<file path="src/rtl/audio_sample_fetch_if.sv">
// ROM read bus and PWM sample output of audio_sample_fetch, as one bundle.
// rom_rd is a one-cycle strobe and rom_data is valid ROM_LAT cycles later; sample_valid pulses once per new sample.
`timescale 1ns/1ps
interface audio_sample_fetch_if #(
  parameter int ADDR_W = 10,
  parameter int DATA_W = 32
);
  logic [ADDR_W-1:0] rom_addr;
  logic              rom_rd;
  logic [DATA_W-1:0] rom_data;
  logic [DATA_W-1:0] sample;
  logic              sample_valid;

  modport master (
    output rom_addr,
    output rom_rd,
    output sample,
    output sample_valid,
    input  rom_data
  );

  modport slave (
    input  rom_addr,
    input  rom_rd,
    input  sample,
    input  sample_valid,
    output rom_data
  );
endinterface

</file>
<file path="src/rtl/audio_sample_fetch.sv">
// Steps through a sample-ROM range, issuing one read every DIV clocks and
// holding the returned word for the PWM stage.
`timescale 1ns/1ps
module audio_sample_fetch #(
  parameter int ADDR_W  = 10,
  parameter int DATA_W  = 32,
  parameter int DIV     = 1024,
  parameter int ROM_LAT = 1
) (
  input  logic                  clk,
  input  logic                  rst,
  input  logic                  en,
  input  logic                  loop,
  input  logic [ADDR_W-1:0]     start_addr,
  input  logic [ADDR_W-1:0]     end_addr,
  audio_sample_fetch_if.master  bus,
  output logic                  busy,
  output logic                  done,
  output logic [2:0]            dbg_state
);

  typedef enum logic [2:0] {
    S_IDLE      = 3'd0,
    S_FETCH     = 3'd1,
    S_WAIT_DATA = 3'd2,
    S_WAIT_TICK = 3'd3,
    S_DONE      = 3'd4
  } state_t;

  localparam int CNT_W = (DIV > 1) ? $clog2(DIV) : 1;
  localparam int LAT_W = (ROM_LAT > 1) ? $clog2(ROM_LAT) : 1;
  localparam logic [CNT_W-1:0] TICK_LAST = CNT_W'(DIV - 1);
  localparam logic [LAT_W-1:0] LAT_LAST  = LAT_W'((ROM_LAT > 0) ? ROM_LAT - 1 : 0);

  state_t              r_state;
  state_t              w_state_nxt;
  logic [ADDR_W-1:0]   r_cur;
  logic [ADDR_W-1:0]   r_start;
  logic [ADDR_W-1:0]   r_last;
  logic [CNT_W-1:0]    r_tick_cnt;
  logic [LAT_W-1:0]    r_lat_cnt;
  logic [DATA_W-1:0]   r_sample;
  logic                r_sample_valid;
  logic                w_cap;
  logic                w_tick;
  logic                w_at_last;

  always_comb begin
    w_state_nxt = r_state;
    w_cap       = 1'b0;
    w_tick      = (r_tick_cnt == TICK_LAST);
    w_at_last   = (r_cur == r_last);
    case (r_state)
      S_IDLE:      if (en) w_state_nxt = S_FETCH;
      S_FETCH:     if (ROM_LAT == 0) w_cap = 1'b1;
                   else w_state_nxt = S_WAIT_DATA;
      S_WAIT_DATA: if (r_lat_cnt == LAT_LAST) w_cap = 1'b1;
      S_WAIT_TICK: if (w_tick) w_state_nxt = S_FETCH;
      S_DONE:      w_state_nxt = S_DONE;
      default:     w_state_nxt = S_IDLE;
    endcase
    if (w_cap) w_state_nxt = (w_at_last && !loop) ? S_DONE : S_WAIT_TICK;
    // Dropping en aborts from anywhere and discards a capture on the same edge.
    if (!en) begin
      w_state_nxt = S_IDLE;
      w_cap       = 1'b0;
    end
  end

  always_ff @(posedge clk or posedge rst) begin
    if (rst) r_state <= S_IDLE;
    else     r_state <= w_state_nxt;
  end

  always_ff @(posedge clk or posedge rst) begin
    if (rst) begin
      r_cur          <= '0;
      r_start        <= '0;
      r_last         <= '0;
      r_tick_cnt     <= '0;
      r_lat_cnt      <= '0;
      r_sample       <= '0;
      r_sample_valid <= 1'b0;
    end else begin
      r_sample_valid <= w_cap;
      // The tick counter free-runs while busy so reads stay exactly DIV apart.
      if (r_state == S_IDLE) begin
        r_tick_cnt <= '0;
        if (en) begin
          r_cur   <= start_addr;
          r_start <= start_addr;
          r_last  <= end_addr;
        end
      end else begin
        r_tick_cnt <= w_tick ? '0 : r_tick_cnt + 1'b1;
      end
      if (r_state == S_FETCH)          r_lat_cnt <= '0;
      else if (r_state == S_WAIT_DATA) r_lat_cnt <= r_lat_cnt + 1'b1;
      if (w_cap) begin
        r_sample <= bus.rom_data;
        r_cur    <= w_at_last ? r_start : r_cur + 1'b1;
      end else if (!en && r_state != S_IDLE) begin
        r_sample <= '0;
      end
    end
  end

  assign bus.rom_addr     = r_cur;
  assign bus.rom_rd       = (r_state == S_FETCH) && en;
  assign bus.sample       = r_sample;
  assign bus.sample_valid = r_sample_valid;
  assign busy             = (r_state != S_IDLE);
  assign done             = (r_state == S_DONE);
  assign dbg_state        = r_state;

endmodule

</file>
<file path="src/flat_wrapper.sv">
// flat-port wrapper written by rule: the top's interface ports become plain ports
module audio_sample_fetch_flat 
#(
  parameter int ADDR_W  = 10,
  parameter int DATA_W  = 32,
  parameter int DIV     = 1024,
  parameter int ROM_LAT = 1
)
  (clk, rst, en, loop, start_addr, end_addr, busy, done, dbg_state, bus_rom_addr, bus_rom_rd, bus_sample, bus_sample_valid, bus_rom_data);
  audio_sample_fetch_if #(.ADDR_W(ADDR_W), .DATA_W(DATA_W)) bus_i ();
  input  logic clk;
  input  logic rst;
  input  logic en;
  input  logic loop;
  input  logic [ADDR_W-1:0] start_addr;
  input  logic [ADDR_W-1:0] end_addr;
  output logic busy;
  output logic done;
  output logic [2:0] dbg_state;
  output wire logic [$bits(bus_i.rom_addr)-1:0] bus_rom_addr;
  output wire logic [$bits(bus_i.rom_rd)-1:0] bus_rom_rd;
  output wire logic [$bits(bus_i.sample)-1:0] bus_sample;
  output wire logic [$bits(bus_i.sample_valid)-1:0] bus_sample_valid;
  input wire logic [$bits(bus_i.rom_data)-1:0] bus_rom_data;
  assign bus_rom_addr = bus_i.rom_addr;
  assign bus_rom_rd = bus_i.rom_rd;
  assign bus_sample = bus_i.sample;
  assign bus_sample_valid = bus_i.sample_valid;
  assign bus_i.rom_data = bus_rom_data;
  audio_sample_fetch #(.ADDR_W(ADDR_W), .DATA_W(DATA_W), .DIV(DIV), .ROM_LAT(ROM_LAT)) u_core (.clk(clk), .rst(rst), .en(en), .loop(loop), .start_addr(start_addr), .end_addr(end_addr), .bus(bus_i), .busy(busy), .done(done), .dbg_state(dbg_state));
endmodule
</file>
<file path="config.mk">
export PLATFORM = sky130hd
export DESIGN_NAME = audio_sample_fetch_flat
export DESIGN_NICKNAME = d
export VERILOG_FILES = /design/src/rtl/audio_sample_fetch_if.sv /design/src/rtl/audio_sample_fetch.sv /design/src/flat_wrapper.sv
export SDC_FILE = /design/constraint.sdc
export NUM_CORES = 1
export LEC_CHECK = 0
export ABC_CLOCK_PERIOD_IN_PS = 3900
export CAP_MARGIN = 10
export CORE_ASPECT_RATIO = 2
export CORE_MARGIN = 2
export CORE_UTILIZATION = 40
export DETAILED_ROUTE_END_ITERATION = 8
export GPL_TIMING_DRIVEN = 0
export PLACE_DENSITY_LB_ADDON = 0.25
export SLEW_MARGIN = 20
export SYNTH_ARGS = -nofsm -noshare
export SYNTH_HDL_FRONTEND = slang
export SYNTH_SLANG_ARGS = --single-unit
</file>
<file path="constraint.sdc">
create_clock -name clk -period 3.9 [get_ports clk]
set_clock_uncertainty 0.15 [all_clocks]
set_input_delay 1.17 -clock clk [delete_from_list [all_inputs] [get_ports clk]]
set_output_delay 1.17 -clock clk [all_outputs]
set_load 0.02 [all_outputs]
</file>
==> results of run 1 <==
==> critical path, stage by stage <==
cell,delay [ns]
clkdlybuf4s50_1,0.59
nand2b_1,0.14
nor3_1,0.23
dlygate4sd1_1,0.35
==> final timing paths <==
check | start | endpoint | slack (ns) | cells past startpoint
max in group asynchronous | rst | u_core.r_tick_cnt[6]$_DFF_PP0_ | 1.99 | 3
max reg2reg | u_core.dbg_state[1]$_DFFE_PP0P_ | u_core.bus.rom_addr[1]$_DFFE_PP0P_ | 1.80 | 6
min reg2reg | u_core.r_start[8]$_DFFE_PP0P_ | u_core.r_start[8]$_DFFE_PP0P_ | 0.33 | 2
min in group asynchronous | rst | u_core.bus.sample[30]$_DFFE_PP0P_ | 1.03 | 2
min | u_core.r_start[8]$_DFFE_PP0P_ | u_core.r_start[8]$_DFFE_PP0P_ | 0.33 | 2
max | en | bus_rom_rd | 0.09 | 4
==> kinds of logic after synthesis <==
group / synth area share, %
muxes: 2.69
adders and majority gates: 0.746
DFF: 57.5
and+or+nand+nor: 16.9
buffers and inverters: 3.02
AOI/OAI and AO/OA: 12.4
xor gates and xnor gates: 6.79
==> synthesized netlist by cell type <==
cell type and instances:
a2111oi_0 1, a21oi_1 2, a22o_1 32, and2_1 1
and3_1 4, and4_2 1, buf_1 4, buf_2 6
buf_6 1, clkbuf_1 4, dfrtp_1 77, ha_1 2
inv_1 7, inv_2 1, mux2i_1 9, nand2_1 72
nand2b_1 1, nand3_1 17, nand4_1 4, nand4_2 1
nor2_1 13, nor2b_1 1, nor3_1 6, nor3_2 1
nor4_2 2, o211ai_1 7, o21a_1 1, o21ai_1 1
o21ai_2 1, o21bai_1 1, o22ai_1 1, o311a_1 2
o32ai_1 1, or3_1 1, xnor2_1 8, xor2_1 18
==> routing by layer <==
metal  up-vias  routed length, um
met4         0                121
met2        71               4700
met5         -                  0
met1      1333               3360
li1       1317                  -
met3         6                388
==> state kept, by name, indices dropped and copies added, names as in the netlist <==
| signal | count |
|---|---|
| u_core.bus.rom_addr | 10 |
| u_core.bus.sample | 32 |
| u_core.bus.sample_valid | 1 |
| u_core.dbg_state | 3 |
| u_core.r_last | 10 |
| u_core.r_lat_cnt | 1 |
| u_core.r_start | 10 |
| u_core.r_tick_cnt | 10 |
==> final cells by class <==
| class | count | area [um2] | area share [%] |
|---|---|---|---|
| tap | 98 | 123 | 2.52 |
| buffer | 15 | 71.3 | 1.47 |
| inverter | 8 | 32.5 | 0.669 |
| clock buffer | 10 | 229 | 4.71 |
| sequential | 77 | 1930 | 39.6 |
| multi-input combinational | 212 | 1330 | 27.3 |
| timing repair buffer | 105 | 1070 | 22.0 |
| clock inverter | 6 | 87.6 | 1.80 |
==> report_power, final <==
group	internal (mW)	total [mW]	switching, mW
clock network	0.559	0.884	0.325
registers	1.05	1.28	0.235
logic	0.584	1.23	0.645
total	2.19	3.39	1.21
==> per-stage QoR <==
| stage | total power [mW] | setup TNS, ns |
|---|---|---|
| after floorplan | 1.99 | 0 |
| after detailed placement | 2.53 | -0.210 |
| after global placement | 2.49 | -48.44 |
| after global routing | 3.60 | 0 |
| after CTS | 3.43 | 0 |
| final | 3.39 | 0 |
==> flow_summary.toml, run 1 <==
[logic_synthesis]
synth_top_cell_by_area = "dfrtp_1"
syn-num-nets = 370
syn_inst = 312
yosys_warnings = 0
synthTopCellsByArea = "dfrtp_1 (57%), a22o_1 (8.4%), nand2_1 (8.1%), xor2_1 (4.7%), mux2i_1 (2.7%)"
synth_seq_cells = 77
yosysSeqAreaShare_pct = 57.5
synth.distinct_cells = 36
avgSynthCellArea_um2 = 10.7
netlist.area_leader.share_pct = 57.5
synth_area_um2 = 3350

[die]
rows = 47
start_util_pct = 40.7
ios = 105
die_height_um = 133
dieArea_um2 = 9180
core_area_um2 = 8230
die_w_um = 68.7

[cells_and_area]
fin_cells = 531
fillerInstances = 717
area_growth_syn_to_layout_pct = 45.0
drive_above_1_share_pct = 7.16
diodes = 0
layout_common_cells = "clkdlybuf4s50_1 (103), dfrtp_1 (77), nand2_1 (72)"
layout_commonest_cell = "clkdlybuf4s50_1"
fin_nets = 486
fin_area_um2 = 4860
utilization_pct = 59.1

[timing]
drv_slew = 0
fin_crit_sh_pct = 97.6
setup_viol = 0
whs_ns = 0.327
hold_viol = 0
worst_slack_ns = 0.0948
max_freq_ghz = 0.263
rsz0062_at_grt = "no"
maxSlewHeadroom_pct = 59.6
min_period_ns = 3.81
tightest_slew_ns = 0.603

[placement]
pre_cts_slack_ns = -0.210
numPortBuffers = 104
dpl_cell_area_um2 = 4550
dp.cells = 515
dp_hpwl_um = 6230
gp_congestion = 0.828

[worst_setup_path]
required_ns = 2.58
crit_type = "in2out"
critPathMaxFanout = 6
start_kind = "input pin"
end_kind = "primary output"
cp.arrival_ns = 2.49

[detailed_routing]
viasPerCell = 5.14
drc = 0
drt_wl_total_um = 8570
wl_per_cell_um = 16.1
initialDrtViolationCount = 190
num_vias = 2727
drtPass1Iterations = 4
antenna_left = 0

[cts]
cts_setup_buffers = 0
clk_latency_ns = 0.33
cts.clk_slew.worst_paths_ns = 0.06
cts-resized-gates = 1
cts_tree = "built"
cts_inserted_buffers = 9
cts_buffer_depth = 2
clock-sinks = 77
cts_root_buf = "clkbuf_16"
holdBufCountCts = 0
htreeDepth = 3

[global_routing]
gr-usage-met2_pct = 34.8
busiest_layer = "met2"
antenna_found_initial = 0
grt_start_max_net_pins = 49
grt_pass1_vias = 2759
overflow = 0
grt_first_pass_wirelength_um = 13700
met1_usage_pct = 24.0
grt_usage_pct = 20.0
grt_util_met3_pct = 3.46

[run]
cap_violations = 0

[outcome]
status = "completed"

[power_and_ir_drop]
p_leak_nw = 2.28
power_density_nw_per_um2 = 698
irDropWorstVdd_uv = 335

[min_path]
min_path_type = "reg2reg"
Note: power is estimated with default switching activity, not from simulation.
==> inputs of run 2 (changes only) <==
--- a/config.mk
+++ b/config.mk
@@ -5,11 +5,12 @@
 export SDC_FILE = /design/constraint.sdc
 export NUM_CORES = 1
 export LEC_CHECK = 0
-export ABC_CLOCK_PERIOD_IN_PS = 3900
+export ABC_CLOCK_PERIOD_IN_PS = 4200
 export CAP_MARGIN = 10
-export CORE_ASPECT_RATIO = 2
+export CORE_ASPECT_RATIO = 0.6
 export CORE_MARGIN = 2
 export CORE_UTILIZATION = 40
+export CTS_BUF_LIST = sky130_fd_sc_hd__clkbuf_4 sky130_fd_sc_hd__clkbuf_8 sky130_fd_sc_hd__clkbuf_16
 export DETAILED_ROUTE_END_ITERATION = 8
 export GPL_TIMING_DRIVEN = 0
 export PLACE_DENSITY_LB_ADDON = 0.25
==> constraint.sdc (replaced) <==
create_clock -name clk -period 4.2 [get_ports clk]
set_clock_uncertainty 0.15 [all_clocks]
set_input_delay 1.26 -clock clk [delete_from_list [all_inputs] [get_ports clk]]
set_output_delay 1.26 -clock clk [all_outputs]
set_load 0.02 [all_outputs]
==> run 2 against run 1 <==
  * Sequential cell count did not move
  * Largest power group unchanged
  * Critical path depth did not move
  * Power fell by 10%
  * Setup slack improved by 0.032 ns
==> flow_summary.toml, run 2 (same netlist as run 1, synthesis figures left out) <==
[cells_and_area]
layout_common_cells = "clkdlybuf4s50_1 (103), dfrtp_1 (77), nand2_1 (72)"
fin_cells = 541
fin_area_um2 = 4830
layout_commonest_cell = "clkdlybuf4s50_1"
fin_nets = 486
area_growth_syn_to_layout_pct = 44.2
drive_above_1_share_pct = 7.39
diodes = 0
largest_reg_flops = 32
utilization_pct = 60.4

[detailed_routing]
num_vias = 2751
viasPerCell = 5.09
drt_wl_total_um = 8620
antenna_left = 0
wl_per_cell_um = 15.9
drtPass1Iterations = 4
initialDrtViolationCount = 217
drc = 0

[timing]
tightest_slew_ns = 0.537
hold_viol = 0
worst_slack_ns = 0.127
fin_tns_setup_ns = 0
max_freq_ghz = 0.246
rsz0062_at_grt = "no"
min_period_ns = 4.07
setup_viol = 0
whs_ns = 0.325
maxSlewHeadroom_pct = 64.0
fin_crit_sh_pct = 97.0
drv_slew = 0

[worst_setup_path]
critPathMaxFanout = 6
crit_buf_inv = 2
start_kind = "input pin"
cpLargestDelayFamily = "buffers and inverters"
crit_path_cell_trace = "clkdlybuf4s50_1 > nand2b_1 > nor3_1 > dlygate4sd2_1"
end_kind = "primary output"
crit_type = "in2out"
cp_slowest_cell = "clkdlybuf4s50_1"
required_ns = 2.79
cp.arrival_ns = 2.66
max_stage_delay_ns = 0.60

[die]
dieArea_um2 = 9160
start_util_pct = 41.9
rows = 25
core_area_um2 = 8010
ios = 105
die_w_um = 122
die_height_um = 74.9

[cts]
cts_buffer_depth = 2
clock-sinks = 77
cts_tree = "built"
cts_setup_buffers = 0
cts.clk_slew.worst_paths_ns = 0.06
cts_root_buf = "clkbuf_16"
htreeDepth = 3
cts_inserted_buffers = 9
clk_latency_ns = 0.34

[run]
cap_violations = 0

[global_routing]
overflow = 0
grt_first_pass_wirelength_um = 13500
antenna_found_initial = 0
grt_pass1_vias = 2586
grt_usage_pct = 19.8
grt_start_max_net_pins = 59

[placement]
dp_hpwl_um = 6210
dp.cells = 525
gp_congestion = 0.768
dpl_cell_area_um2 = 4560
numPortBuffers = 104
pre_cts_slack_ns = -0.162

[power_and_ir_drop]
irDropWorstVdd_uv = 268
finalPower_mw = 3.06
power_density_nw_per_um2 = 632
p_leak_nw = 2.27

[min_path]
min_path_type = "reg2reg"

[outcome]
status = "completed"
-- run 2: changes by cell type in the layout (fill, tap and decap cells not counted) --
cell | before | now
bufinv_16 | 2 | 0
clkbuf_1 | 5 | 4
clkinv_2 | 1 | 2
clkinv_4 | 0 | 2
clkinvlp_4 | 3 | 2
dlygate4sd1_1 | 1 | 0
dlygate4sd2_1 | 0 | 1
inv_6 | 0 | 1
-- run 2: metal layers --
layer  vias to the layer above  share of wire, %  GRT usage, %
met2                        85                44          28.4
met3                         9               7.1          5.83
met4                         0               1.2          6.51
li1                       1319                 -             -
met5                         -                 0             0
met1                      1338                47          29.0
-- run 2: layout make-up --
type,count,area (um2)
buffer,15,71.3
sequential,77,1930
multi-input combinational,212,1330
fill,697,3170
clock inverter,7,51.3
tap,108,135
inverter,8,32.5
timing repair buffer,105,1070
clock buffer,9,225
-- run 2: worst reg2reg max path: stages (launching register included) --
cell,delay (ns)
dfrtp_1,0.46
nor2b_1,0.21
nand3_1,0.12
clkbuf_1,0.39
clkbuf_1,0.46
nand3_1,0.15
o211ai_1,0.12
-- run 2: what timing repair did --
action | CTS | global route
gates resized for setup | 1 | 0
setup endpoints to repair | 1 | 0
hold buffers | 0 | 0
-- run 2: final timing paths --
path,start,cells after the start,end,slack [ns]
worst max-delay path,en,4,bus_rom_rd,0.13
worst min-delay path,u_core.r_start[4]$_DFFE_PP0P_,2,u_core.r_start[4]$_DFFE_PP0P_,0.32
worst max register to register,u_core.dbg_state[1]$_DFFE_PP0P_,6,u_core.bus.rom_addr[1]$_DFFE_PP0P_,2.06
worst min register to register,u_core.r_start[4]$_DFFE_PP0P_,2,u_core.r_start[4]$_DFFE_PP0P_,0.32
max in group asynchronous,rst,3,u_core.r_tick_cnt[5]$_DFF_PP0_,2.26
min in group asynchronous,rst,2,u_core.r_start[0]$_DFFE_PP0P_,1.07
-- run 2: power by group --
group	internal [mW]	total [mW]	switching, mW
combinational	0.541	1.14	0.602
clock	0.402	0.720	0.319
sequential	0.971	1.19	0.220
total	1.91	3.06	1.14
==> inputs of run 3 (changes only) <==
--- a/config.mk
+++ b/config.mk
@@ -6,7 +6,6 @@
 export NUM_CORES = 1
 export LEC_CHECK = 0
 export ABC_CLOCK_PERIOD_IN_PS = 4200
-export CAP_MARGIN = 10
 export CORE_ASPECT_RATIO = 0.6
 export CORE_MARGIN = 2
 export CORE_UTILIZATION = 40
@@ -14,6 +13,7 @@
 export DETAILED_ROUTE_END_ITERATION = 8
 export GPL_TIMING_DRIVEN = 0
 export PLACE_DENSITY_LB_ADDON = 0.25
+export SETUP_SLACK_MARGIN = 0.2
 export SLEW_MARGIN = 20
 export SYNTH_ARGS = -nofsm -noshare
 export SYNTH_HDL_FRONTEND = slang
==> run 3 against run 2 <==
  * Global-route usage rose by 0.067 points
  * Non-clock buffer count did not move
  * Clock power barely moved
  * Critical path depth did not move
  * Utilization rose by 0.094 points
  * Sequential power barely moved
==> flow_summary.toml, run 3 (same netlist as run 1, synthesis figures left out) <==
[cells_and_area]
diodes = 0
largest_reg_flops = 32
multi_input_area_um2 = 1330
drive_above_1_share_pct = 7.62
layout_common_cells = "clkdlybuf4s50_1 (102), dfrtp_1 (77), nand2_1 (72)"
fin_cells = 541
fin_area_um2 = 4840
layout_commonest_cell = "clkdlybuf4s50_1"
seqCellArea_um2 = 1930
fin_nets = 486
fillerInstances = 696
area_growth_syn_to_layout_pct = 44.4

[global_routing]
grt_start_max_net_pins = 59
grt_pass1_vias = 2589
antenna_found_initial = 0
overflow = 0
grt_first_pass_wirelength_um = 13600
grt_usage_pct = 19.9

[worst_setup_path]
reg2reg_depth = 6
r2r_start = "u_core.dbg_state[1]$_DFFE_PP0P_"
critPathMaxFanout = 6
crit_path_cell_trace = "dlymetal6s2s_1 > nand2b_1 > nor3_2 > dlygate4sd2_1"
start_kind = "input pin"
required_ns = 2.79
end_kind = "primary output"
cp.arrival_ns = 2.20
startpoint = "en"
max_stage_delay_ns = 0.36
crit_type = "in2out"
cp_slowest_cell = "dlygate4sd2_1"

[cts]
clk_latency_ns = 0.34
cts_buffer_depth = 2
cts_tree = "built"
cts.clk_slew.worst_paths_ns = 0.06
cts_inserted_buffers = 9
clock-sinks = 77
cts_root_buf = "clkbuf_16"
htreeDepth = 3

[min_path]
min_path_cells = 2
min_path_type = "reg2reg"
hp-start = "u_core.r_start[4]$_DFFE_PP0P_"

[timing]
setup_viol = 0
tightest_slew_ns = 0.537
hold_viol = 0
worst_slack_ns = 0.590
drv_slew = 0
max_freq_ghz = 0.277
min_period_ns = 3.61
maxSlewHeadroom_pct = 64.0
fin_crit_sh_pct = 86.0
rsz0062_at_grt = "no"

[detailed_routing]
drt_wl_total_um = 8620
drtPass1Iterations = 4
num_vias = 2738
viasPerCell = 5.06
wl_per_cell_um = 15.9
drc = 0
initialDrtViolationCount = 215
antenna_left = 0

[placement]
dpl_cell_area_um2 = 4560
dp.cells = 525
numPortBuffers = 104
gp_congestion = 0.768
dp_hpwl_um = 6210
pre_cts_slack_ns = -0.162

[power_and_ir_drop]
power_density_nw_per_um2 = 631
irDropWorstVdd_uv = 268
p_leak_nw = 2.28

[die]
start_util_pct = 41.9
die_height_um = 74.9
core_area_um2 = 8010
die_w_um = 122
dieArea_um2 = 9160
rows = 25
ios = 105

[run]
cap_violations = 0

[outcome]
status = "completed"
run 3: changes by cell type in the layout (fill, tap and decap cells not counted), sizes merged:
cell | before | now
clkdlybuf4s50 | 103 | 102
dlymetal6s2s | 0 | 1
run 3: layout make-up:
class / instances / share of cell area (%)
plain buffers: 15 / 1.47
clock buffers: 9 / 4.65
clock inverters: 7 / 1.06
inverters: 8 / 0.672
multi-input cells: 212 / 27.5
flip-flops and latches: 77 / 39.8
well taps: 108 / 2.79
repair buffers: 105 / 22.1
run 3: path summary, 6_finish.rpt:
path	end	slack [ns]
worst max register to register	u_core.bus.rom_addr[1]$_DFFE_PP0P_	2.05
min in group asynchronous	u_core.r_start[0]$_DFFE_PP0P_	1.07
worst max-delay path	bus_rom_rd	0.59
worst min-delay path	u_core.r_start[4]$_DFFE_PP0P_	0.32
max in group asynchronous	u_core.r_tick_cnt[5]$_DFF_PP0_	2.26
worst min register to register	u_core.r_start[4]$_DFFE_PP0P_	0.32
run 3: critical path, delay by kind of cell:
family                 cells  cell delay [ns]
AND/OR/NAND/NOR            2             0.36
buffers and inverters      2             0.58
run 3: routing by layer:
metal	wire [um]	part of all wire [%]	global-route usage (%)
met4	103	1.2	6.51
met3	599	6.9	5.83
met5	0	0	0
met2	3820	44	28.6
met1	4100	48	29.0
run 3: where the power goes:
part | internal, mW | switching, mW
sequential | 0.971 | 0.221
combinational | 0.542 | 0.604
clock | 0.402 | 0.319
total | 1.91 | 1.14
run 3: stage by stage:
stage               hold slack [ns]  total power, mW  utilization (%)  TNS, ns
global placement              0.310             2.31             56.6   -32.70
CTS                           0.327             3.08             60.4        0
floorplan                     0.295             1.85                -        0
detailed placement            0.312             2.35             56.9   -0.162
finish                        0.325             3.06             60.5        0
global route                  0.353             3.25             60.5        0
run 3: what timing repair did:
item,CTS,global route
gates resized for setup,2,1
setup endpoints to repair,1,1
hold buffers,0,0
gates cloned,0,0
setup buffers,0,0
